==> config.mk <==
export PLATFORM = sky130hd
export DESIGN_NAME = inst_loader
export DESIGN_NICKNAME = d
export VERILOG_FILES = /design/src/rtl/inst_loader_pkg.sv /design/src/rtl/byte_packer.sv /design/src/rtl/inst_loader.sv
export SDC_FILE = /design/constraint.sdc
export NUM_CORES = 1
export LEC_CHECK = 0
export ABC_AREA = 1
export CORE_MARGIN = 4
export CORE_UTILIZATION = 45
export CTS_CLUSTER_SIZE = 14
export DETAILED_ROUTE_END_ITERATION = 8
export PLACE_DENSITY = 0.73
export SYNTH_ARGS = -nofsm -noshare
export SYNTH_HDL_FRONTEND = slang
export SYNTH_SLANG_ARGS = --single-unit
==> constraint.sdc <==
create_clock -name clk -period 1.4 [get_ports clk]
set_input_delay 0.21 -clock clk [delete_from_list [all_inputs] [get_ports clk]]
set_output_delay 0.21 -clock clk [all_outputs]
set_load 0.005 [all_outputs]
==> src/rtl/inst_loader_pkg.sv <==
// Shared definitions for the instruction-memory boot loader: FSM states and
// image header geometry.
package inst_loader_pkg;

  typedef enum logic [2:0] {
    S_IDLE,
    S_LEN_HI,
    S_LEN_LO,
    S_DATA,
    S_CHK,
    S_WAIT,
    S_RUN,
    S_ERR
  } state_e;

  localparam int HDR_LEN = 2;            // word-count header, in bytes
  localparam int LEN_W   = HDR_LEN * 8;  // width of the word-count field

endpackage

==> src/rtl/byte_packer.sv <==
// Assembles four big-endian bytes into a 32-bit word; word_done flags the
// cycle in which the fourth byte is accepted and word is complete.
module byte_packer (
  input  logic        clk,
  input  logic        rstn,
  input  logic        clr,
  input  logic        en,
  input  logic [7:0]  byte_data,
  output logic [31:0] word,
  output logic        word_done
);

  logic [23:0] sr;
  logic [1:0]  lane;

  // NOTE: sequential state uses non-blocking (<=) so every flop samples pre-edge values.
  always_ff @(posedge clk or negedge rstn) begin
    if (!rstn) begin
      sr   <= '0;
      lane <= '0;
    end else if (clr) begin
      sr   <= '0;
      lane <= '0;
    end else if (en) begin
      sr   <= {sr[15:0], byte_data};
      lane <= lane + 2'd1;
    end
  end

  assign word      = {sr, byte_data};
  assign word_done = en && (lane == 2'd3);

endmodule

==> src/rtl/inst_loader.sv <==
// Boot loader: receives a length-prefixed, XOR-checked byte image, writes it
// into instruction memory, then releases the CPU from reset.
module inst_loader
  import inst_loader_pkg::*;
#(
  parameter int ADDR_W      = 7,
  parameter int RELEASE_DLY = 4
) (
  input  logic              clk,
  input  logic              rstn,
  input  logic              load_start,
  input  logic              byte_valid,
  input  logic [7:0]        byte_data,
  output logic              byte_ready,
  output logic              im_we,
  output logic [ADDR_W-1:0] im_addr,
  output logic [31:0]       im_wdata,
  output logic              cpu_rstn,
  output logic              done,
  output logic              error
);

  localparam int CNT_W = (RELEASE_DLY > 1) ? $clog2(RELEASE_DLY) : 1;

  state_e            state, state_nxt;
  logic [7:0]        len_hi;
  logic [ADDR_W-1:0] widx, last_idx;
  logic [7:0]        csum;
  logic [CNT_W-1:0]  dly_cnt;
  logic [LEN_W-1:0]  len_n;
  logic              accept, len_big;
  logic [31:0]       word;
  logic              word_done;

  // A restart request wins over any byte offered in the same cycle.
  assign accept  = byte_valid && byte_ready && !load_start;
  assign len_n   = {len_hi, byte_data};
  assign len_big = 32'(len_n) > (32'd1 << ADDR_W);

  byte_packer u_packer (
    .clk       (clk),
    .rstn      (rstn),
    .clr       (load_start),
    .en        (accept && (state == S_DATA)),
    .byte_data (byte_data),
    .word      (word),
    .word_done (word_done)
  );

  always_ff @(posedge clk or negedge rstn) begin
    if (!rstn) state <= S_IDLE;
    else       state <= state_nxt;
  end

  // NOTE: every output of this block is given a default first, so no latch is inferred.
  always_comb begin
    state_nxt  = state;
    byte_ready = 1'b0;
    cpu_rstn   = 1'b0;
    done       = 1'b0;
    error      = 1'b0;

    unique case (state)
      S_LEN_HI, S_LEN_LO, S_DATA, S_CHK: byte_ready = 1'b1;
      S_RUN: begin
        cpu_rstn = 1'b1;
        done     = 1'b1;
      end
      S_ERR:   error = 1'b1;
      default: ;
    endcase

    if (load_start) begin
      state_nxt = S_LEN_HI;
    end else begin
      unique case (state)
        S_LEN_HI: if (accept) state_nxt = S_LEN_LO;
        S_LEN_LO: if (accept) begin
          if (len_n == '0)  state_nxt = S_CHK;
          else if (len_big) state_nxt = S_ERR;
          else              state_nxt = S_DATA;
        end
        S_DATA:   if (word_done && (widx == last_idx)) state_nxt = S_CHK;
        S_CHK:    if (accept) state_nxt = (byte_data == csum) ? S_WAIT : S_ERR;
        S_WAIT:   if (dly_cnt == CNT_W'(RELEASE_DLY - 1)) state_nxt = S_RUN;
        default:  ;
      endcase
    end
  end

  always_ff @(posedge clk or negedge rstn) begin
    if (!rstn) begin
      im_we    <= 1'b0;
      im_addr  <= '0;
      im_wdata <= '0;
      len_hi   <= '0;
      widx     <= '0;
      last_idx <= '0;
      csum     <= '0;
      dly_cnt  <= '0;
    end else begin
      // The write strobe is registered, so a pulse already launched completes
      // even if a restart arrives alongside it.
      im_we <= word_done;
      if (word_done) begin
        im_addr  <= widx;
        im_wdata <= word;
      end
      dly_cnt <= (state == S_WAIT) ? dly_cnt + CNT_W'(1) : '0;

      if (load_start) begin
        widx <= '0;
        csum <= '0;
      end else begin
        if (accept && (state == S_LEN_HI)) len_hi <= byte_data;
        if (accept && (state == S_LEN_LO)) last_idx <= ADDR_W'(len_n - LEN_W'(1));
        if (accept && (state == S_DATA))   csum <= csum ^ byte_data;
        if (word_done)                     widx <= widx + ADDR_W'(1);
      end
    end
  end

endmodule

==> results_dict.tcl, run 1 <==
set metrics [dict create \
    grt_max_degree 48 \
    synthCells 495 \
    dp.cells 715 \
    critPathMaxStageDelay_ns 0.45 \
    first_iter_violations 159 \
    grtUsageTotal 0.199 \
    yosysTopAreaCell "dfrtp_1" \
    vias_per_cell 5.01 \
    critPathKind "reg -> reg" \
    multiInputGateArea_um2 1630 \
    synth_nets 512 \
    post-place-ws_ns -0.426 \
    fin_cells 758 \
    period_minus_slack_ns 1.63 \
    drt_wl_total_um 11000 \
    nFillCells 801 \
    synth_area_leaders "dfrtp_1 58%, nand2_1 12%, inv_1 5.1%, o21ai_0 4.8%, o22ai_1 3.6%" \
    cellPowerDensity_nw_per_um2 1230 \
    ys_types 29 \
    hp-class "in -> async" \
    synth-edff-count 0 \
    antennaDiodeCount 0 \
    grt_first_pass_wirelength_um 18200 \
    utilization 0.642 \
    grt_overflow 0 \
    start_util 0.468 \
    ant_nets 0 \
    hpwl_um 7360 \
    die_w_um 107 \
    fin_nets 641 \
    cp_max_fo 4 \
    worstReg2RegStart "state[2]$_DFFE_PN0P_" \
    die_y_um 107 \
    synth_flop_cell "dfrtp_1" \
    cts-buffers-inserted 9 \
    finalCritPeriodShare 1.17 \
    core_um2 9370 \
    power.leakage_nw 3.11 \
    area_growth_syn_to_layout_pct 37.1 \
    synth_common_cells "139 x nand2_1, 101 x dfrtp_1, 60 x inv_1" \
    clk_path_buf_depth 2 \
    route.detailed.drc 0 \
    yosys.area.top_type_share 0.576 \
    netlist_area_um2 4390 \
    setup_viol 84 \
    ir_drop_uv 594 \
    cp.required_ns 1.67 \
    port-buffer-count 55 \
    cap_violations 0 \
    failed_checks "negative setup slack" \
    synth_seq_cells 101 \
    antenna_found_initial 0 \
    num_io_pins 56 \
    timing.final.max_slew_violations 0 \
    rows 35 \
    gp_congestion 0.831 \
    outcome "complete, but fails checks" \
    design_area_um2 6010 \
    tightest_slew_ns 0.434 \
    syn_avg_cell_area_um2 8.86 \
    clock_skew_ns 0.0168 \
    yosysMostFrequentCell "nand2_1" \
    tritoncts "done" \
    crit_arrival_ns 1.90 \
    ys_seq_area_frac 0.576 \
    post_dp_cell_area_um2 5510 \
    start_kind "flip-flop" \
    cp-startpoint "state[2]$_DFFE_PN0P_" \
    rsz0062_at_grt "yes" \
    timing.final.ws_setup_ns -0.232 \
    cts_sinks 101 \
    fp.dieArea_um2 11400 \
    finalHoldViolations 0 \
    htree_levels 3 \
    cp-end-kind "flip-flop" \
    total_power_mw 7.40 \
    crit_chain "buf_4 -> nand3_2 -> buf_6 -> nand2_1 -> o21bai_1 -> nand2_2 -> inv_2 -> nand2_1 -> o21ai_1 -> nand2_1" \
    max-slew-margin-rel 0.711 \
    yosys_warnings 0 \
    fmax_mhz 613 \
    crit_path_top_delay_cell "dfrtp_2" \
    grt_pass1_vias 3769 \
    synthArstFlopShare 1.00 \
    crit_top_cell "nand2_1" \
    firstDrtPassIters 5 \
    cts_root_buf "clkbuf_8" \
    wl_per_cell_um 14.6 \
    drive_gt1_frac 0.242 \
    cts.clk_slew.worst_paths_ns 0.10 \
    vias 3796 \
    ff_latch_area_um2 2530 \
    clock_latency_ns 0.38 \
]
## cell usage in the layout (no fill, tap or decap), types with 3 or more instances in the layout
master and instances:
inv_8 3, inv_2 5, buf_12 5, dfrtp_1 99
o21ai_0 20, nand2_1 129, clkbuf_8 9, xor2_1 5
buf_4 65, inv_1 54, nand3_2 6, ha_1 5
nor2_1 27, nor2_4 3, o22ai_1 25, nand3_1 13
a21oi_2 3, o21ai_2 8, clkdlybuf4s50_1 10, dlygate4sd2_1 40
buf_6 10, a21oi_1 3, nand2_2 10, o21ai_1 38
xnor2_1 4, buf_2 4
## power by group
| part | total (mW) | internal, mW | switching, mW |
|---|---|---|---|
| registers | 3.42 | 3.21 | 0.210 |
| logic | 2.18 | 0.978 | 1.20 |
| clock network | 1.80 | 0.696 | 1.10 |
| total | 7.40 | 4.89 | 2.51 |
## per-layer routing
layer | share of wire | up-vias | GRT usage
met5 | 0 | - | 0
met4 | 0.020 | 0 | 0.0721
met3 | 0.041 | 20 | 0.0446
met2 | 0.50 | 79 | 0.332
met1 | 0.44 | 1860 | 0.256
li1 | - | 1837 | -
## state kept, by name, summed over array words and instances (netlist names)
name and cells:
csum 8, last_idx 7, state 3, len_hi 8, im_we 1, u_packer.lane 2, im_addr 7, widx 7
im_wdata 32, dly_cnt 2, u_packer.sr 24
## cell families (layout without fill, tap and decap cells)
family | after synthesis | after routing | share of synthesized area
xor+xnor | 9 | 9 | 0.0180
fa+ha+maj | 5 | 5 | 0.0143
simple gates | 200 | 200 | 0.189
buf+inv | 82 | 216 | 0.0773
compound gates | 98 | 98 | 0.126
flops | 101 | 101 | 0.576
## final cells by class
| type | instances | share of cell area |
|---|---|---|
| Tap cell | 129 | 0.0268 |
| Timing Repair Buffer | 138 | 0.208 |
| Inverter | 62 | 0.0404 |
| Clock buffer | 9 | 0.0206 |
| Sequential cell | 101 | 0.421 |
| Multi-Input combinational cell | 312 | 0.272 |
| Clock inverter | 7 | 0.0112 |
## path summary, 6_finish.rpt
check	cells after the start	endpoint	slack, ns
min	2	csum[5]$_DFFE_PN0P_	0.31
min in group clk	1	dly_cnt[0]$_DFF_PN0_	0.44
max	10	state[0]$_DFFE_PN0P_	-0.23
max reg2reg	10	state[0]$_DFFE_PN0P_	-0.23
max in group asynchronous	3	im_we$_DFF_PN0_	0.56
min reg2reg	1	dly_cnt[0]$_DFF_PN0_	0.44
## through the flow
stage,setup TNS (ns),hold slack (ns)
floorplan,-0.972,-0.0856
global placement,-16.42,0.176
detailed placement,-19.75,0.180
CTS,-6.36,0.297
global route,-13.81,0.346
finish,-7.36,0.305
## critical path: cells and delay by family, from the launching register on
kind,cells,cell delay (ns)
AO/OA/AOI/OAI,2,0.34
buffers and inverters,3,0.34
flip-flops,1,0.45
AND/OR/NAND/NOR,5,0.42
## what timing repair did
| item | in CTS | in global routing |
|---|---|---|
| buffers inserted | 26 | 2 |
| resized for setup | 87 | 25 |
| endpoints found under the setup margin | 139 | 102 |
| cloned | 2 | 1 |
| hold buffers | 1 | 0 |
| endpoints found under the hold margin | 27 | 0 |
| pin swaps | 10 | 5 |
(Power assumes the default switching activity.)
==> inputs of run 2 (changes only) <==
--- a/config.mk
+++ b/config.mk
@@ -6,7 +6,7 @@
 export NUM_CORES = 1
 export LEC_CHECK = 0
 export ABC_AREA = 1
-export CORE_MARGIN = 4
+export CORE_MARGIN = 3
 export CORE_UTILIZATION = 45
 export CTS_CLUSTER_SIZE = 14
 export DETAILED_ROUTE_END_ITERATION = 8
==> run 2 against run 1 <==
Effect of this change: the run still ends with negative setup slack left; clock power increased by 7%; setup slack better by 0.079 ns; non-clock buffer count is 3 higher.
==> results_dict.tcl, run 2 (synthesis results as in run 1) <==
set metrics [dict create \
    outcome "complete, but fails checks" \
    failed_checks "negative setup slack" \
    regMostFlops "im_wdata" \
    reg_top3 "im_wdata x32, u_packer.sr x24" \
    crit_arrival_ns 1.34 \
    num_io_pins 56 \
    core_um2 9370 \
    clock_latency_ns 0.38 \
    firstDrtPassIters 4 \
    setup_viol 100 \
    hp-class "in -> async" \
    cp.required_ns 1.19 \
    tightest_slew_ns 0.330 \
    grt_overflow 0 \
    fmax_mhz 644 \
    gp_congestion 0.850 \
    cap_violations 0 \
    wl_per_cell_um 15.5 \
    post-place-ws_ns -0.342 \
    most-common-layout-cells "130 x nand2_1, 99 x dfrtp_1, 63 x buf_4" \
    timing.final.max_slew_violations 0 \
    fin_hold_ws_ns 0.265 \
    cts_sinks 101 \
    grt_max_degree 46 \
    first_iter_violations 259 \
    vias_per_cell 5.03 \
    power.leakage_nw 3.17 \
    drt_wl_total_um 11800 \
    cellPowerDensity_nw_per_um2 1240 \
    ir_drop_uv 913 \
    cts_root_buf "clkbuf_8" \
    clock_skew_ns 0.0117 \
    cts-buffers-inserted 9 \
    finalHoldViolations 0 \
    drive_gt1_frac 0.255 \
    die_w_um 105 \
    total_power_mw 7.70 \
    cp-end-kind "primary output" \
    antennaDiodeCount 0 \
    ant_nets 0 \
    critPathKind "reg -> out" \
    grt_pass1_vias 3731 \
    cts.clk_slew.worst_paths_ns 0.11 \
    clk_path_buf_depth 2 \
    area_growth_syn_to_layout_pct 41.2 \
    die_y_um 105 \
    max-slew-margin-rel 0.780 \
    utilization 0.661 \
    htree_levels 3 \
    hpwl_um 7140 \
    fin_nets 645 \
    layout.cells.most_common "nand2_1" \
    start_kind "flip-flop" \
    port-buffer-count 55 \
    rr_worst_depth 8 \
    start_util 0.468 \
    rsz0062_at_grt "yes" \
    period_minus_slack_ns 1.55 \
    grtUsageTotal 0.202 \
    tritoncts "done" \
    timing.final.ws_setup_ns -0.154 \
    antenna_found_initial 0 \
    fp.dieArea_um2 11000 \
    grt_first_pass_wirelength_um 18000 \
    fin_setup_tns_ns -8.61 \
    rows 35 \
    largest_reg_flops 32 \
    vias 3826 \
    route.detailed.drc 0 \
    finalCritPeriodShare 1.11 \
    cp_max_fo 3 \
]
-- run 2: layout make-up --
cell class | instances | area [µm²]
Fill cell | 762 | 3180
Sequential cell | 101 | 2530
Multi-Input combinational cell | 313 | 1710
Timing Repair Buffer | 141 | 1350
Inverter | 62 | 238
Tap cell | 129 | 161
Clock buffer | 9 | 124
Clock inverter | 6 | 77.6
-- run 2: power by group --
part / total, mW / internal, mW / switching [mW]
registers: 3.41 / 3.21 / 0.197
logic: 2.36 / 1.09 / 1.27
clock network: 1.93 / 0.855 / 1.08
total: 7.70 / 5.16 / 2.54
-- run 2: layer usage --
metal | track usage | routed length [µm] | vias to the layer above | part of all wire
met2 | 0.341 | 6090 | 102 | 0.52
met3 | 0.0432 | 644 | 14 | 0.055
met5 | 0 | 0 | - | 0
li1 | - | - | 1859 | -
met4 | 0.0544 | 146 | 0 | 0.012
met1 | 0.264 | 4900 | 1851 | 0.42
-- run 2: worst paths after layout --
check	from	end	slack, ns
max	state[1]$_DFFE_PN0P_	byte_ready	-0.15
min	rstn	len_hi[2]$_DFFE_PN0P_	0.27
max reg2reg	state[2]$_DFFE_PN0P_	im_wdata[13]$_DFFE_PN0P_	-0.15
min reg2reg	dly_cnt[0]$_DFF_PN0_	dly_cnt[0]$_DFF_PN0_	0.44
max in group asynchronous	rstn	im_wdata[21]$_DFFE_PN0P_	0.60
min in group clk	dly_cnt[0]$_DFF_PN0_	dly_cnt[0]$_DFF_PN0_	0.44
-- run 2: timing repair --
action,4_1_cts,5_1_grt
setup endpoints to repair,132,100
buffers inserted,22,4
hold endpoints to repair,19,0
hold buffers,1,0
cloned,1,8
resized for setup,79,41
pin swaps,6,3
-- run 2: worst max-delay path, stage by stage (launching register included) --
cell and delay [ns]:
dfrtp_1 0.42, buf_6 0.14, buf_6 0.11, nand2_4 0.08, nand3_2 0.09, buf_2 0.13
-- run 2: stage by stage --
| step | instance area [µm²] | instances |
|---|---|---|
| after floorplan | 4460 | 495 |
| after global placement | 5490 | 711 |
| after detailed placement | 5490 | 711 |
| after CTS | 5860 | 749 |
| after global routing | 6190 | 761 |
| final | 6190 | 761 |
